### src/rtl/pic_pkg.sv
// Shared 8259A command-path definitions: sequencer states and control-word bit positions.
package pic_pkg;

  typedef enum logic [2:0] {
    WAIT_ICW1,
    WAIT_ICW2,
    WAIT_ICW3,
    WAIT_ICW4,
    READY
  } seq_state_t;

  localparam int ICW1_IC4  = 0;
  localparam int ICW1_SNGL = 1;
  localparam int ICW1_ADI  = 2;
  localparam int ICW1_LTIM = 3;

  // With A0=0, D4 marks ICW1 and D3 separates OCW3 from OCW2.
  localparam int SEL_D4 = 4;
  localparam int SEL_D3 = 3;

  localparam int ICW4_UPM  = 0;
  localparam int ICW4_AEOI = 1;
  localparam int ICW4_MS   = 2;
  localparam int ICW4_BUF  = 3;
  localparam int ICW4_SFNM = 4;

  localparam int OCW2_R   = 7;
  localparam int OCW2_SL  = 6;
  localparam int OCW2_EOI = 5;

  localparam int OCW3_RIS  = 0;
  localparam int OCW3_RR   = 1;
  localparam int OCW3_P    = 2;
  localparam int OCW3_SMM  = 5;
  localparam int OCW3_ESMM = 6;

  function automatic logic is_icw1(input logic a0, input logic [7:0] dat);
    return ~a0 & dat[SEL_D4];
  endfunction

endpackage

### src/rtl/control_word_sequencer_write_strobe_detect.sv
// Captures A0/data while a CPU write is active and flags the first idle cycle after it.
// commit_o is combinational in that cycle; captured values are stable through it.
module write_strobe_detect (
  input  logic       clk_i,
  input  logic       rst_i,
  input  logic       write_bar_i,
  input  logic       chip_select_bar_i,
  input  logic       a0_i,
  input  logic [7:0] data_i,
  output logic       commit_o,
  output logic       a0_o,
  output logic [7:0] data_o
);

  logic       wr_active;
  logic       wr_active_q;
  logic       a0_q, a0_d;
  logic [7:0] data_q, data_d;

  assign wr_active = ~write_bar_i & ~chip_select_bar_i;

  always_comb begin
    a0_d   = a0_q;
    data_d = data_q;
    if (wr_active) begin
      a0_d   = a0_i;
      data_d = data_i;
    end
  end

  always_ff @(posedge clk_i or posedge rst_i) begin
    if (rst_i) begin
      wr_active_q <= 1'b0;
      a0_q        <= 1'b0;
      data_q      <= 8'h00;
    end else begin
      wr_active_q <= wr_active;
      a0_q        <= a0_d;
      data_q      <= data_d;
    end
  end

  // Clearing wr_active_q on reset drops any write in flight without a commit.
  assign commit_o = wr_active_q & ~wr_active;
  assign a0_o     = a0_q;
  assign data_o   = data_q;

endmodule

### src/rtl/control_word_sequencer.sv
// 8259A ICW/OCW sequencer: steps ICW1->ICW2->[ICW3]->[ICW4] and commits OCW writes in READY.
// Registers update on the edge ending the commit cycle; no backpressure, pulses last one cycle.
module control_word_sequencer
  import pic_pkg::*;
(
  input  logic       clk,
  input  logic       reset,
  input  logic [7:0] internal_bus,
  input  logic       write_bar,
  input  logic       chip_select_bar,
  input  logic       A0,
  output logic       init_done,
  output logic       init_start,
  output logic [4:0] vector_base,
  output logic       ltim,
  output logic       single_mode,
  output logic       adi,
  output logic [7:0] cascade_config,
  output logic       upm,
  output logic       auto_eoi,
  output logic       buffer_master,
  output logic       buffered_mode,
  output logic       special_fully_nested,
  output logic [7:0] imr,
  output logic       ocw2_valid,
  output logic       ocw2_rotate,
  output logic       ocw2_specific,
  output logic       ocw2_eoi,
  output logic [2:0] ocw2_level,
  output logic       read_isr_select,
  output logic       special_mask_mode,
  output logic       poll_pulse
);

  logic       commit;
  logic       cmd_a0;
  logic [7:0] cmd_dat;

  write_strobe_detect u_strobe (
    .clk_i            (clk),
    .rst_i            (reset),
    .write_bar_i      (write_bar),
    .chip_select_bar_i(chip_select_bar),
    .a0_i             (A0),
    .data_i           (internal_bus),
    .commit_o         (commit),
    .a0_o             (cmd_a0),
    .data_o           (cmd_dat)
  );

  seq_state_t state_q, state_d;
  logic       ic4_q, ic4_d;
  logic       done_q, done_d, start_q, start_d;
  logic [4:0] vb_q, vb_d;
  logic       ltim_q, ltim_d, sngl_q, sngl_d, adi_q, adi_d;
  logic [7:0] cas_q, cas_d, imr_q, imr_d;
  logic       upm_q, upm_d, aeoi_q, aeoi_d, ms_q, ms_d, buf_q, buf_d, sfnm_q, sfnm_d;
  logic       o2v_q, o2v_d, rot_q, rot_d, sl_q, sl_d, eoi_q, eoi_d;
  logic [2:0] lvl_q, lvl_d;
  logic       ris_q, ris_d, smm_q, smm_d, poll_q, poll_d;

  always_comb begin
    state_d = state_q;
    ic4_d   = ic4_q;
    done_d  = done_q;
    start_d = 1'b0;
    vb_d    = vb_q;
    ltim_d  = ltim_q;
    sngl_d  = sngl_q;
    adi_d   = adi_q;
    cas_d   = cas_q;
    imr_d   = imr_q;
    upm_d   = upm_q;
    aeoi_d  = aeoi_q;
    ms_d    = ms_q;
    buf_d   = buf_q;
    sfnm_d  = sfnm_q;
    o2v_d   = 1'b0;
    rot_d   = rot_q;
    sl_d    = sl_q;
    eoi_d   = eoi_q;
    lvl_d   = lvl_q;
    ris_d   = ris_q;
    smm_d   = smm_q;
    poll_d  = 1'b0;

    if (commit) begin
      if (is_icw1(cmd_a0, cmd_dat)) begin
        ltim_d  = cmd_dat[ICW1_LTIM];
        adi_d   = cmd_dat[ICW1_ADI];
        sngl_d  = cmd_dat[ICW1_SNGL];
        ic4_d   = cmd_dat[ICW1_IC4];
        imr_d   = 8'h00;
        upm_d   = 1'b0;
        aeoi_d  = 1'b0;
        ms_d    = 1'b0;
        buf_d   = 1'b0;
        sfnm_d  = 1'b0;
        smm_d   = 1'b0;
        ris_d   = 1'b0;
        done_d  = 1'b0;
        start_d = 1'b1;
        state_d = WAIT_ICW2;
      end else begin
        case (state_q)
          WAIT_ICW2: if (cmd_a0) begin
            vb_d = cmd_dat[7:3];
            if (!sngl_q)    state_d = WAIT_ICW3;
            else if (ic4_q) state_d = WAIT_ICW4;
            else            state_d = READY;
          end
          WAIT_ICW3: if (cmd_a0) begin
            cas_d   = cmd_dat;
            state_d = ic4_q ? WAIT_ICW4 : READY;
          end
          WAIT_ICW4: if (cmd_a0) begin
            upm_d   = cmd_dat[ICW4_UPM];
            aeoi_d  = cmd_dat[ICW4_AEOI];
            ms_d    = cmd_dat[ICW4_MS];
            buf_d   = cmd_dat[ICW4_BUF];
            sfnm_d  = cmd_dat[ICW4_SFNM];
            state_d = READY;
          end
          READY: begin
            if (cmd_a0) begin
              imr_d = cmd_dat;
            end else if (!cmd_dat[SEL_D3]) begin
              o2v_d = 1'b1;
              rot_d = cmd_dat[OCW2_R];
              sl_d  = cmd_dat[OCW2_SL];
              eoi_d = cmd_dat[OCW2_EOI];
              lvl_d = cmd_dat[2:0];
            end else begin
              if (cmd_dat[OCW3_RR])   ris_d  = cmd_dat[OCW3_RIS];
              if (cmd_dat[OCW3_ESMM]) smm_d  = cmd_dat[OCW3_SMM];
              if (cmd_dat[OCW3_P])    poll_d = 1'b1;
            end
          end
          default: ;
        endcase
        if (state_d == READY) done_d = 1'b1;
      end
    end
  end

  always_ff @(posedge clk or posedge reset) begin
    if (reset) begin
      state_q <= WAIT_ICW1;
      ic4_q   <= 1'b0;
      done_q  <= 1'b0;
      start_q <= 1'b0;
      vb_q    <= 5'h00;
      ltim_q  <= 1'b0;
      sngl_q  <= 1'b0;
      adi_q   <= 1'b0;
      cas_q   <= 8'h00;
      imr_q   <= 8'h00;
      upm_q   <= 1'b0;
      aeoi_q  <= 1'b0;
      ms_q    <= 1'b0;
      buf_q   <= 1'b0;
      sfnm_q  <= 1'b0;
      o2v_q   <= 1'b0;
      rot_q   <= 1'b0;
      sl_q    <= 1'b0;
      eoi_q   <= 1'b0;
      lvl_q   <= 3'h0;
      ris_q   <= 1'b0;
      smm_q   <= 1'b0;
      poll_q  <= 1'b0;
    end else begin
      state_q <= state_d;
      ic4_q   <= ic4_d;
      done_q  <= done_d;
      start_q <= start_d;
      vb_q    <= vb_d;
      ltim_q  <= ltim_d;
      sngl_q  <= sngl_d;
      adi_q   <= adi_d;
      cas_q   <= cas_d;
      imr_q   <= imr_d;
      upm_q   <= upm_d;
      aeoi_q  <= aeoi_d;
      ms_q    <= ms_d;
      buf_q   <= buf_d;
      sfnm_q  <= sfnm_d;
      o2v_q   <= o2v_d;
      rot_q   <= rot_d;
      sl_q    <= sl_d;
      eoi_q   <= eoi_d;
      lvl_q   <= lvl_d;
      ris_q   <= ris_d;
      smm_q   <= smm_d;
      poll_q  <= poll_d;
    end
  end

  assign init_done            = done_q;
  assign init_start           = start_q;
  assign vector_base          = vb_q;
  assign ltim                 = ltim_q;
  assign single_mode          = sngl_q;
  assign adi                  = adi_q;
  assign cascade_config       = cas_q;
  assign upm                  = upm_q;
  assign auto_eoi             = aeoi_q;
  assign buffer_master        = ms_q;
  assign buffered_mode        = buf_q;
  assign special_fully_nested = sfnm_q;
  assign imr                  = imr_q;
  assign ocw2_valid           = o2v_q;
  assign ocw2_rotate          = rot_q;
  assign ocw2_specific        = sl_q;
  assign ocw2_eoi             = eoi_q;
  assign ocw2_level           = lvl_q;
  assign read_isr_select      = ris_q;
  assign special_mask_mode    = smm_q;
  assign poll_pulse           = poll_q;

endmodule
### config.mk
export PLATFORM = sky130hd
export DESIGN_NAME = control_word_sequencer
export DESIGN_NICKNAME = d
export VERILOG_FILES = /design/src/rtl/pic_pkg.sv /design/src/rtl/control_word_sequencer_write_strobe_detect.sv /design/src/rtl/control_word_sequencer.sv
export SDC_FILE = /design/constraint.sdc
export NUM_CORES = 1
export LEC_CHECK = 0
export CAP_MARGIN = 10
export CORE_ASPECT_RATIO = 1.5
export CORE_UTILIZATION = 42
export DETAILED_ROUTE_END_ITERATION = 6
export HOLD_SLACK_MARGIN = 0.08
export PLACE_DENSITY = 0.77
export SLEW_MARGIN = 40
export SYNTH_ARGS = -nofsm -noshare
export SYNTH_HDL_FRONTEND = slang
export SYNTH_SLANG_ARGS = --single-unit
### constraint.sdc
create_clock -name clk -period 2.2 [get_ports clk]
set_clock_uncertainty 0.15 [all_clocks]
set_input_delay 0.22 -clock clk [delete_from_list [all_inputs] [get_ports clk]]
set_output_delay 0.22 -clock clk [all_outputs]
set_load 0.02 [all_outputs]
======== Word-level counts from Yosys, hierarchy flattened ========
Cells that the tools add are included.
storage, ports and cells
  word-level logic and storage cells ...... 109
  bits in writable memories ............... 0
  input bits .............................. 13
  latch bits .............................. 0
  memory bits (read-only) ................. 0
  output and inout port bits .............. 41
  memories kept ........................... 0
  flip-flop bits (word level) ............. 55
operators by class
  reductions and logical operators ........ 16
  eq/ne operators ......................... 6
  bitwise gates (word level) .............. 9
  multiply operators ...................... 0
  multiplexer cells ....................... 52
  add/subtract/negate cells ............... 0
  $lt $le $gt $ge ......................... 0
  divide/modulo/power cells ............... 0
  shifts and indexed selects .............. 0
operators by type and width
  operator                                              count
  2-to-1 mux 1 bit                                      40
  2-to-1 mux 3 bit                                      8
  2-to-1 mux 8 bit                                      3
  AND reduction 5 bit                                   3
  nonzero test 2 bit                                    7
  case mux 3 bit (3 select lines)                       1
  AND reduction 4 bit                                   2
  equality test 3 x 2 -> 1 bit (second input constant)  2
  equality test 3 bit (second input constant)           2
  inverter 1 bit                                        6
  AND reduction 3 bit                                   2
  AND reduction 2 bit                                   2
  bitwise AND 1 bit                                     3
  equality test 3 x 1 -> 1 bit (second input constant)  1
  inequality test 2 bit (second input constant)         1

======== Depth between registers and ports, before layout ========
Gate-level depths: netlist of the first run.
  word-level depth ........................ 9
  depth in mapped cells ................... 6
  depth with buffers taken out ............ 4

======== Modules after synthesis ========
Synthesis of the first run repeated with hierarchy kept, for this count alone.
unflattened totals
  cells, all modules ...................... 190
  area, all modules ....................... 2412.3 µm²
by module, submodules not included
  module                  area an instance (µm²)  instances  cells each  sequential area each (µm²)
  control_word_sequencer  2003.2                  1          167         1126.1
  write_strobe_detect     409.1                   1          23          250.2

======== Worst setup path after synthesis of the first run ========
Ideal clock, no wire load.
  path type ............................... register to register
  from .................................... reg state_q[0]
  to ...................................... reg lvl_q[1] (netlist: ocw2_level[1])
  buffers on the path ..................... 2
  arrival time ............................ 1.585 ns
  clock period less this slack ............ 1.861 ns
  data required time ...................... 1.925 ns
  path slack .............................. 0.339 ns
  setup time .............................. 0.125 ns
  stages on the path, launching flop included .. 7
  cell sequence ........................... dfrtp_1 > buf_6 > or3b_1 > buf_6 > nor2_8 > nand3b_4 > mux2_4
on the way
  longest elaborated chain between the ends .. 2
ends and longest elaborated chain
  item                           RTL line                       RTL
  start, declared                control_word_sequencer.sv:51   seq_state_t state_q, state_d;
  start signal, assigned         control_word_sequencer.sv:172  state_q <= state_d;
  equality test 3 bit            control_word_sequencer.sv:105  case (state_q)
  AND reduction 5 bit (no line)  --
  end signal, assigned           control_word_sequencer.sv:191  lvl_q <= lvl_d;
  end, declared                  control_word_sequencer.sv:59   logic [2:0] lvl_q, lvl_d;
Every way passes these cells.
A chain may end at the register's enable or synchronous reset.

======== Worst setup path in the final report of the first run ========
  from .................................... reg state_q[1]
  to ...................................... reg lvl_q[0] (netlist: ocw2_level[0])
The elaborated chain is that of the path after synthesis.

==> results of run 1 <==
[placed cells by master (no fill, tap or decap), types with 4 or more instances in the layout]
master / n
nor2_1: 10
o21ai_0: 5
a21oi_1: 4
mux2_2: 21
nand2b_1: 4
buf_4: 10
clkbuf_8: 6
clkdlybuf4s50_1: 53
inv_1: 4
mux2_4: 6
nand2_1: 8
a22o_1: 24
nor2b_1: 5
mux2_1: 4
dfrtp_1: 55
[how the worst max path moves through the flow]
| stage | end | slack (ns) | depth (start not counted) |
|---|---|---|---|
| floorplan | ocw2_level[1] | 0.34 | 6 |
| global placement | ocw2_level[2] | 0.22 | 4 |
| detailed placement | ocw2_level[0] | 0.17 | 4 |
| CTS | ocw2_level[0] | 0.15 | 4 |
| global route | ocw2_level[0] | 0.08 | 4 |
| finish | ocw2_level[0] | 0.15 | 4 |
[metrics by stage]
| step | worst slack (ns) | util (%) | power, mW | instance area [um^2] | hold WS (ns) |
|---|---|---|---|---|---|
| 2_1_floorplan | 0.339 | - | 1.81 | 2390 | 0.187 |
| 3_5_place_dp | 0.165 | 56.2 | 2.24 | 3060 | 0.330 |
| 4_1_cts | 0.154 | 57.9 | 2.80 | 3160 | 0.138 |
| 5_1_grt | 0.0785 | 57.9 | 2.92 | 3160 | 0.172 |
| 6_report | 0.150 | 57.9 | 2.77 | 3160 | 0.127 |
| 3_3_place_gp | 0.219 | 56.2 | 2.22 | 3060 | 0.327 |
[layout make-up]
class / count / area, um^2
Clock inverter: 1 / 8.76
Fill cell: 476 / 2290
Inverter: 5 / 18.8
Multi-Input combinational cell: 114 / 953
Tap cell: 70 / 87.6
Sequential cell: 55 / 1380
Clock buffer: 7 / 86.3
Timing Repair Buffer: 64 / 626
[worst max-delay path, cell delays in order, from the launching register on]
cell	delay (ns)
dfrtp_1	0.48
or3b_1	0.59
nor2_8	0.23
nand3b_4	0.17
mux2_4	0.33
[flip-flops by register name, summed over array words and instances, names as in the netlist, 3 cells and up]
| name | count |
|---|---|
| cascade_config | 8 |
| imr | 8 |
| u_strobe.data_o | 8 |
| vector_base | 5 |
| ocw2_level | 3 |
| state_q | 3 |
[cells by family (layout without fill, tap and decap cells)]
family	Yosys count	in the layout	synth area share [%]
flip-flops	55	55	57.7
AO/OA/AOI/OAI	41	41	13.2
multiplexers	33	33	16.4
buffers and inverters	11	77	2.36
AND/OR/NAND/NOR	40	40	10.4
[routing by layer]
layer  track usage [%]  share of wire, %
met4              4.92              0.96
met5                 0                 0
met3              3.64               2.9
met1              21.5                42
met2              32.0                54
[power breakdown]
group          internal, mW  switching (mW)  total (mW)
combinational         0.466           0.391       0.857
sequential             1.19           0.163        1.35
clock                 0.258           0.304       0.562
total                  1.91           0.858        2.77
==> run_results.csv, run 1 <==
group,metric,value,unit
timing,setup_viol,0,
synthesis,synthFlopType,"dfrtp_1",
drt,drcViolationCount,0,
clock_tree,root_buffer,"clkbuf_8",
clock_tree,cts_sinks,55,
job,max-cap-violations,0,
floorplanning,rows,33,
clock_tree,numCtsBuffers,5,
timing,period_needed,2.05,ns
drt,antenna_left,0,
clock_tree,cts_tree,"yes",
worst_setup_path,critPathKind,"register to register",
drt,vias,1682,
floorplanning,design.core.area,5450,um^2
timing,fin_crit_sh,93.2,%
placement,hpwl,3590,um
power,ir_drop,0.569,mV
drt,routed_wl,4880,um
synthesis,netlist_top_cells_count,"55 x dfrtp_1, 24 x a22o_1, 21 x mux2_2",
floorplanning,die_x,63.5,um
synthesis,ys_seq_elements,55,
clock_tree,clkTransAtPathRegs,0.09,ns
worst_setup_path,startpoint_type,"register",
drt,drt_first_pass_iters,4,
worst_setup_path,worstPathArrival,2.09,ns
worst_setup_path,r2r_end,"ocw2_level[0]",
placement,gp_congestion,0.834,
drt,drtIter0Drc,34,
power,power.density,877,nW/um^2
synthesis,yosys_warnings,0,
clock_tree,cts_max_level,2,
worst_setup_path,critPathCaptureType,"register",
timing,tightest_slew,0.392,ns
synthesis,ys_top_cells_by_area,"dfrtp_1 58%, mux2_2 9.9%, a22o_1 8.8%",
worst_setup_path,crit_required,2.24,ns
worst_setup_path,path_max_fanout,10,
global_route,grtUsageTotal,17.9,%
worst_setup_path,crit_start,"state_q[1]",
global_route,grt_pass1_vias,1695,
placement,placed_cells,308,
timing,max_slew_margin,73.8,%
cells_and_area,drive_gt1_share,20.3,%
worst_setup_path,reg2reg_from,"state_q[1]",
cells_and_area,syn_to_final_growth,32.3,%
timing,slew_viol_final,0,
cells_and_area,insertedDiodeCount,0,
timing,setup_tns,0,ns
synthesis,async_flop_share,100,%
floorplanning,die_h,94.3,um
global_route,grt-ovfl-total,0,
outcome,status,"completed",
timing,hold_viol,0,
clock_tree,post-cts-setup-buffers,0,
global_route,grt_pass1_wl,8110,um
floorplanning,ios,54,
synthesis,synth_edf_count,0,
synthesis,syn_area,2390,um^2
global_route,antenna_found_initial,0,
clock_tree,cts-resized-gates,0,
clock_tree,ctsHoldBuffers,0,
synthesis,synth_cell_types,32,
synthesis,yosys.area.top_type,"dfrtp_1",
cells_and_area,finalNetCount,258,
synthesis,synthCells,180,
cells_and_area,final_cell_count_no_fill,316,
synthesis,synth_top_cell_area_share,57.7,%
timing,max_freq,488,MHz
floorplanning,die_area,5990,um^2
synthesis,syn_nets,193,
clock_tree,worstSkewPairLatency,0.30,ns
worst_setup_path,rr_worst_depth,4,
synthesis,seq_area_frac_synth,57.7,%
clock_tree,cts_buffer_depth,2,
floorplanning,initial_core_util,43.8,%
worst_setup_path,rrSetupSlack,0.15,ns
drt,avgViaCountPerCell,5.32,
global_route,grt_max_degree,56,
drt,wl_per_cell,15.5,um
synthesis,syn-mean-instance-area,13.3,um^2
timing,rsz0062_at_grt,"no",
placement,portBuffers,53,
power,p_leak,1.42,nW
hold_path,hold_class,"input pin to asynchronous set/reset pin",
synthesis,yosysMostFrequentCell,"dfrtp_1",
Note: power is estimated with default switching activity, not from simulation.
==> run 2, diff against run 1 <==
--- a/config.mk
+++ b/config.mk
@@ -9,6 +9,7 @@
 export CORE_ASPECT_RATIO = 1.5
 export CORE_UTILIZATION = 42
 export DETAILED_ROUTE_END_ITERATION = 6
+export GPL_ROUTABILITY_DRIVEN = 0
 export HOLD_SLACK_MARGIN = 0.08
 export PLACE_DENSITY = 0.77
 export SLEW_MARGIN = 40
==> run_results.csv, run 2 (same netlist as run 1, synthesis figures left out) <==
group,metric,value,unit
outcome,status,"completed",
power,power.density,898,nW/um^2
global_route,met3_usage,2.06,%
worst_setup_path,path_max_fanout,10,
floorplanning,design.core.area,5450,um^2
drt,avgViaCountPerCell,5.37,
drt,wl_per_cell,16.0,um
worst_setup_path,critPathCaptureType,"register",
floorplanning,initial_core_util,43.8,%
worst_setup_path,worstPathArrival,2.12,ns
clock_tree,root_buffer,"clkbuf_8",
timing,tightest_slew,0.388,ns
floorplanning,die_x,63.5,um
timing,period_needed,2.07,ns
clock_tree,cts_tree,"yes",
floorplanning,rows,33,
clock_tree,ctsHoldBuffers,0,
timing,rsz0062_at_grt,"no",
placement,portBuffers,53,
timing,slew_viol_final,0,
global_route,grt_use_met1,23.0,%
clock_tree,cts_sinks,55,
timing,max_freq,482,MHz
power,p_leak,1.42,nW
global_route,grt-ovfl-total,0,
cells_and_area,drive_gt1_share,20.0,%
power,combPwrFrac,30.2,%
global_route,antenna_found_initial,0,
clock_tree,cts_buffer_depth,2,
cells_and_area,most-common-layout-cells,"55 x dfrtp_1, 53 x clkdlybuf4s50_1, 24 x a22o_1",
floorplanning,die_h,94.3,um
clock_tree,numCtsBuffers,5,
worst_setup_path,crit_required,2.24,ns
global_route,grt_use_met2,31.4,%
floorplanning,die_area,5990,um^2
drt,antenna_left,0,
drt,routed_wl,5040,um
power,ir_drop,0.614,mV
placement,hpwl,3600,um
clock_tree,cts-resized-gates,0,
power,power.share.switching,30.1,%
drt,drt_first_pass_iters,4,
job,max-cap-violations,0,
worst_setup_path,critPathKind,"register to register",
worst_setup_path,startpoint_type,"register",
global_route,grt-busiest-layer,"met2",
hold_path,hold_class,"input pin to asynchronous set/reset pin",
clock_tree,worstSkewPairLatency,0.30,ns
placement,postPlaceCellArea,3060,um^2
cells_and_area,insertedDiodeCount,0,
power,intPower,1.99,mW
timing,setup_viol,0,
drt,drtIter0Drc,33,
power,clock_power_share,22.2,%
cells_and_area,syn_to_final_growth,32.6,%
timing,hold_viol,0,
global_route,grt_pass1_wl,8380,um
clock_tree,clkTransAtPathRegs,0.09,ns
timing,setup_tns,0,ns
floorplanning,ios,54,
power,p_sw,855,uW
clock_tree,post-cts-setup-buffers,0,
drt,vias,1693,
power,pwr-share-seq,47.6,%
clock_tree,cts_max_level,2,
global_route,grt_max_degree,56,
cells_and_area,final_cell_area,3160,um^2
drt,drcViolationCount,0,
timing,fin_crit_sh,94.3,%
timing,max_slew_margin,74.1,%
global_route,grt_pass1_vias,1745,
global_route,grtUsageTotal,18.4,%
cells_and_area,final_common_cell,"dfrtp_1",
cells_and_area,finalNetCount,258,
[run 2: power by group through the flow]
stage | combinational [mW] | sequential, mW | clock (mW)
6_report | 0.859 | 1.35 | 0.631
5_1_grt | 0.917 | 1.38 | 0.693
4_1_cts | 0.865 | 1.35 | 0.643
3_5_place_dp | 0.861 | 1.37 | 0
3_3_place_gp | 0.853 | 1.37 | 0
2_1_floorplan | 0.308 | 1.50 | 0
[run 2: per-stage QoR]
stage	total power, mW	setup slack (ns)	std cells	hold slack, ns	util [%]
final	2.84	0.126	315	0.120	58.1
after floorplan	1.81	0.339	180	0.187	-
after detailed placement	2.24	0.154	308	0.330	56.2
after CTS	2.86	0.139	315	0.142	58.1
after global routing	2.99	0.0362	315	0.148	58.1
after global placement	2.22	0.228	308	0.327	56.2
[run 2: worst max-delay path: stages (launching register included)]
cell and delay (ns):
dfrtp_1 0.48, or3b_1 0.59, nor2_8 0.23, nand3b_4 0.18, mux2_4 0.34
[run 2: routing by layer]
metal / vias up / wire length, um
li1: 788 / -
met5: - / 0
met1: 852 / 2190
met4: 0 / 94
met3: 10 / 138
met2: 43 / 2620
[run 2: cell type report]
class	count	area (um^2)
Inverter	5	18.8
Tap cell	70	87.6
Clock inverter	1	30.0
Sequential cell	55	1380
Clock buffer	6	72.6
Multi-Input combinational cell	114	953
Fill cell	475	2290
Timing Repair Buffer	64	626
[run 2: path summary, 6_finish.rpt]
path | from | to | slack, ns | cells past startpoint
worst max register to register | state_q[1] | ocw2_level[0] | 0.13 | 4
worst max-delay path | state_q[1] | ocw2_level[0] | 0.13 | 4
worst min register to register | cascade_config[7] | cascade_config[7] | 0.34 | 1
max in group asynchronous | reset | single_mode | 1.52 | 3
worst min-delay path | reset | ocw2_valid | 0.12 | 3
min in group clk | internal_bus[4] | u_strobe.data_o[4] | 0.34 | 3
==> run 3, diff against run 2 <==
--- a/config.mk
+++ b/config.mk
@@ -7,11 +7,13 @@
 export LEC_CHECK = 0
 export CAP_MARGIN = 10
 export CORE_ASPECT_RATIO = 1.5
+export CORE_MARGIN = 5
 export CORE_UTILIZATION = 42
 export DETAILED_ROUTE_END_ITERATION = 6
 export GPL_ROUTABILITY_DRIVEN = 0
 export HOLD_SLACK_MARGIN = 0.08
 export PLACE_DENSITY = 0.77
+export SKIP_CTS_REPAIR_TIMING = 1
 export SLEW_MARGIN = 40
 export SYNTH_ARGS = -nofsm -noshare
 export SYNTH_HDL_FRONTEND = slang
==> run_results.csv, run 3 (same netlist as run 1, synthesis figures left out) <==
group,metric,value,unit
timing,setup_viol,0,
clock_tree,cts_tree,"yes",
floorplanning,design.core.area,5490,um^2
floorplanning,initial_core_util,43.4,%
floorplanning,die_h,102,um
placement,portBuffers,53,
cells_and_area,final_cell_count_no_fill,313,
global_route,grt_pass1_vias,1698,
clock_tree,root_buffer,"clkbuf_8",
worst_setup_path,rrSetupSlack,0.15,ns
clock_tree,clkTransAtPathRegs,0.09,ns
power,ir_drop,0.464,mV
worst_setup_path,critical-path-top-delay-family,"simple AND/OR/NAND/NOR gates",
cells_and_area,drive_gt1_share,19.8,%
worst_setup_path,cp.buffers_inverters,0,
global_route,grt_max_degree,56,
timing,max_freq,487,MHz
worst_setup_path,reg2reg_from,"state_q[1]",
cells_and_area,postLayoutCoreUtil,57.4,%
worst_setup_path,cpMaxStageDelayCell,"or3b_1",
cells_and_area,insertedDiodeCount,0,
cells_and_area,finalNetCount,255,
floorplanning,die_x,71.5,um
clock_tree,numCtsBuffers,5,
worst_setup_path,rr_worst_depth,4,
cells_and_area,most-common-layout-cells,"55 x dfrtp_1, 53 x clkdlybuf4s50_1, 24 x a22o_1",
drt,avgViaCountPerCell,5.30,
worst_setup_path,crit_required,2.25,ns
cells_and_area,syn_to_final_growth,32.1,%
clock_tree,cts_buffer_depth,2,
floorplanning,die_area,7320,um^2
cells_and_area,final_common_cell,"dfrtp_1",
placement,hpwl,3720,um
floorplanning,rows,33,
clock_tree,worstSkewPairLatency,0.31,ns
drt,vias,1658,
drt,antenna_left,0,
job,max-cap-violations,0,
timing,tightest_slew,0.459,ns
timing,setup_tns,0,ns
timing,period_needed,2.05,ns
outcome,status,"completed",
worst_setup_path,critPathCaptureType,"register",
power,p_leak,1.41,nW
placement,placed_cells,305,
drt,wl_per_cell,16.4,um
worst_setup_path,r2r_end,"ocw2_rotate",
worst_setup_path,critPathKind,"register to register",
clock_tree,cts_max_level,2,
drt,dr_wl_met3,192,um
drt,highest_layer,"met4",
drt,wl_met1,2170,um
worst_setup_path,path_max_fanout,10,
global_route,grt-ovfl-total,0,
timing,fin_ws,0.146,ns
floorplanning,ios,54,
global_route,grt_pass1_wl,8680,um
hold_path,hold_class,"input pin to asynchronous set/reset pin",
global_route,grtUsageTotal,15.3,%
timing,fin_crit_sh,93.4,%
timing,rsz0062_at_grt,"no",
drt,drtIter0Drc,114,
worst_setup_path,critical-path-max-stage-delay,0.59,ns
drt,wl_met2,2670,um
drt,routed_wl,5140,um
power,power.density,909,nW/um^2
global_route,antenna_found_initial,0,
worst_setup_path,worstPathArrival,2.10,ns
timing,hold_viol,0,
drt,drcViolationCount,0,
clock_tree,cts_sinks,55,
timing,slew_viol_final,0,
timing,max_slew_margin,69.4,%
placement,dpl_worst_slack,0.160,ns
drt,drt_first_pass_iters,4,
worst_setup_path,startpoint_type,"register",
timing,whs,0.103,ns
worst_setup_path,crit_chain,"or3b_1, nor2_8, nand3b_4, mux2_4",
-- run 3: worst max-delay path by stage --
stage,start,end,slack (ns),depth (start not counted)
2_1_floorplan,state_q[0],ocw2_level[1],0.34,6
3_3_place_gp,state_q[1],ocw2_level[1],0.22,4
3_5_place_dp,state_q[1],ocw2_level[1],0.16,4
4_1_cts,state_q[1],ocw2_rotate,0.15,4
5_1_grt,state_q[1],ocw2_specific,0.06,4
6_report,state_q[1],ocw2_rotate,0.15,4
-- run 3: cell type report --
type / count / area [um^2]
Tap cell: 70 / 87.6
Fill cell: 469 / 2340
Multi-Input combinational cell: 114 / 953
Inverter: 5 / 18.8
Clock buffer: 5 / 68.8
Timing Repair Buffer: 61 / 603
Sequential cell: 55 / 1380
Clock inverter: 3 / 43.8
-- run 3: per-layer routing --
metal	GRT usage, %	vias up
met5	0	-
met4	6.51	0
met3	2.17	8
met2	27.5	39
met1	18.2	820
li1	-	791
-- run 3: metrics by stage --
step | area [um^2] | total power [mW]
after floorplan | 2390 | 1.81
after global placement | 3040 | 2.22
after detailed placement | 3040 | 2.23
after CTS | 3150 | 2.90
after global routing | 3150 | 3.02
final | 3150 | 2.86
-- run 3: power by group --
group	total, mW	internal, mW	switching, mW
Combinational	0.835	0.458	0.377
Sequential	1.37	1.19	0.179
Clock	0.663	0.339	0.324
-- run 3: worst reg2reg max path, stage by stage (launching register included) --
cell and delay (ns):
dfrtp_1 0.47, or3b_1 0.59, nor2_8 0.23, nand3b_4 0.17, mux2_4 0.33
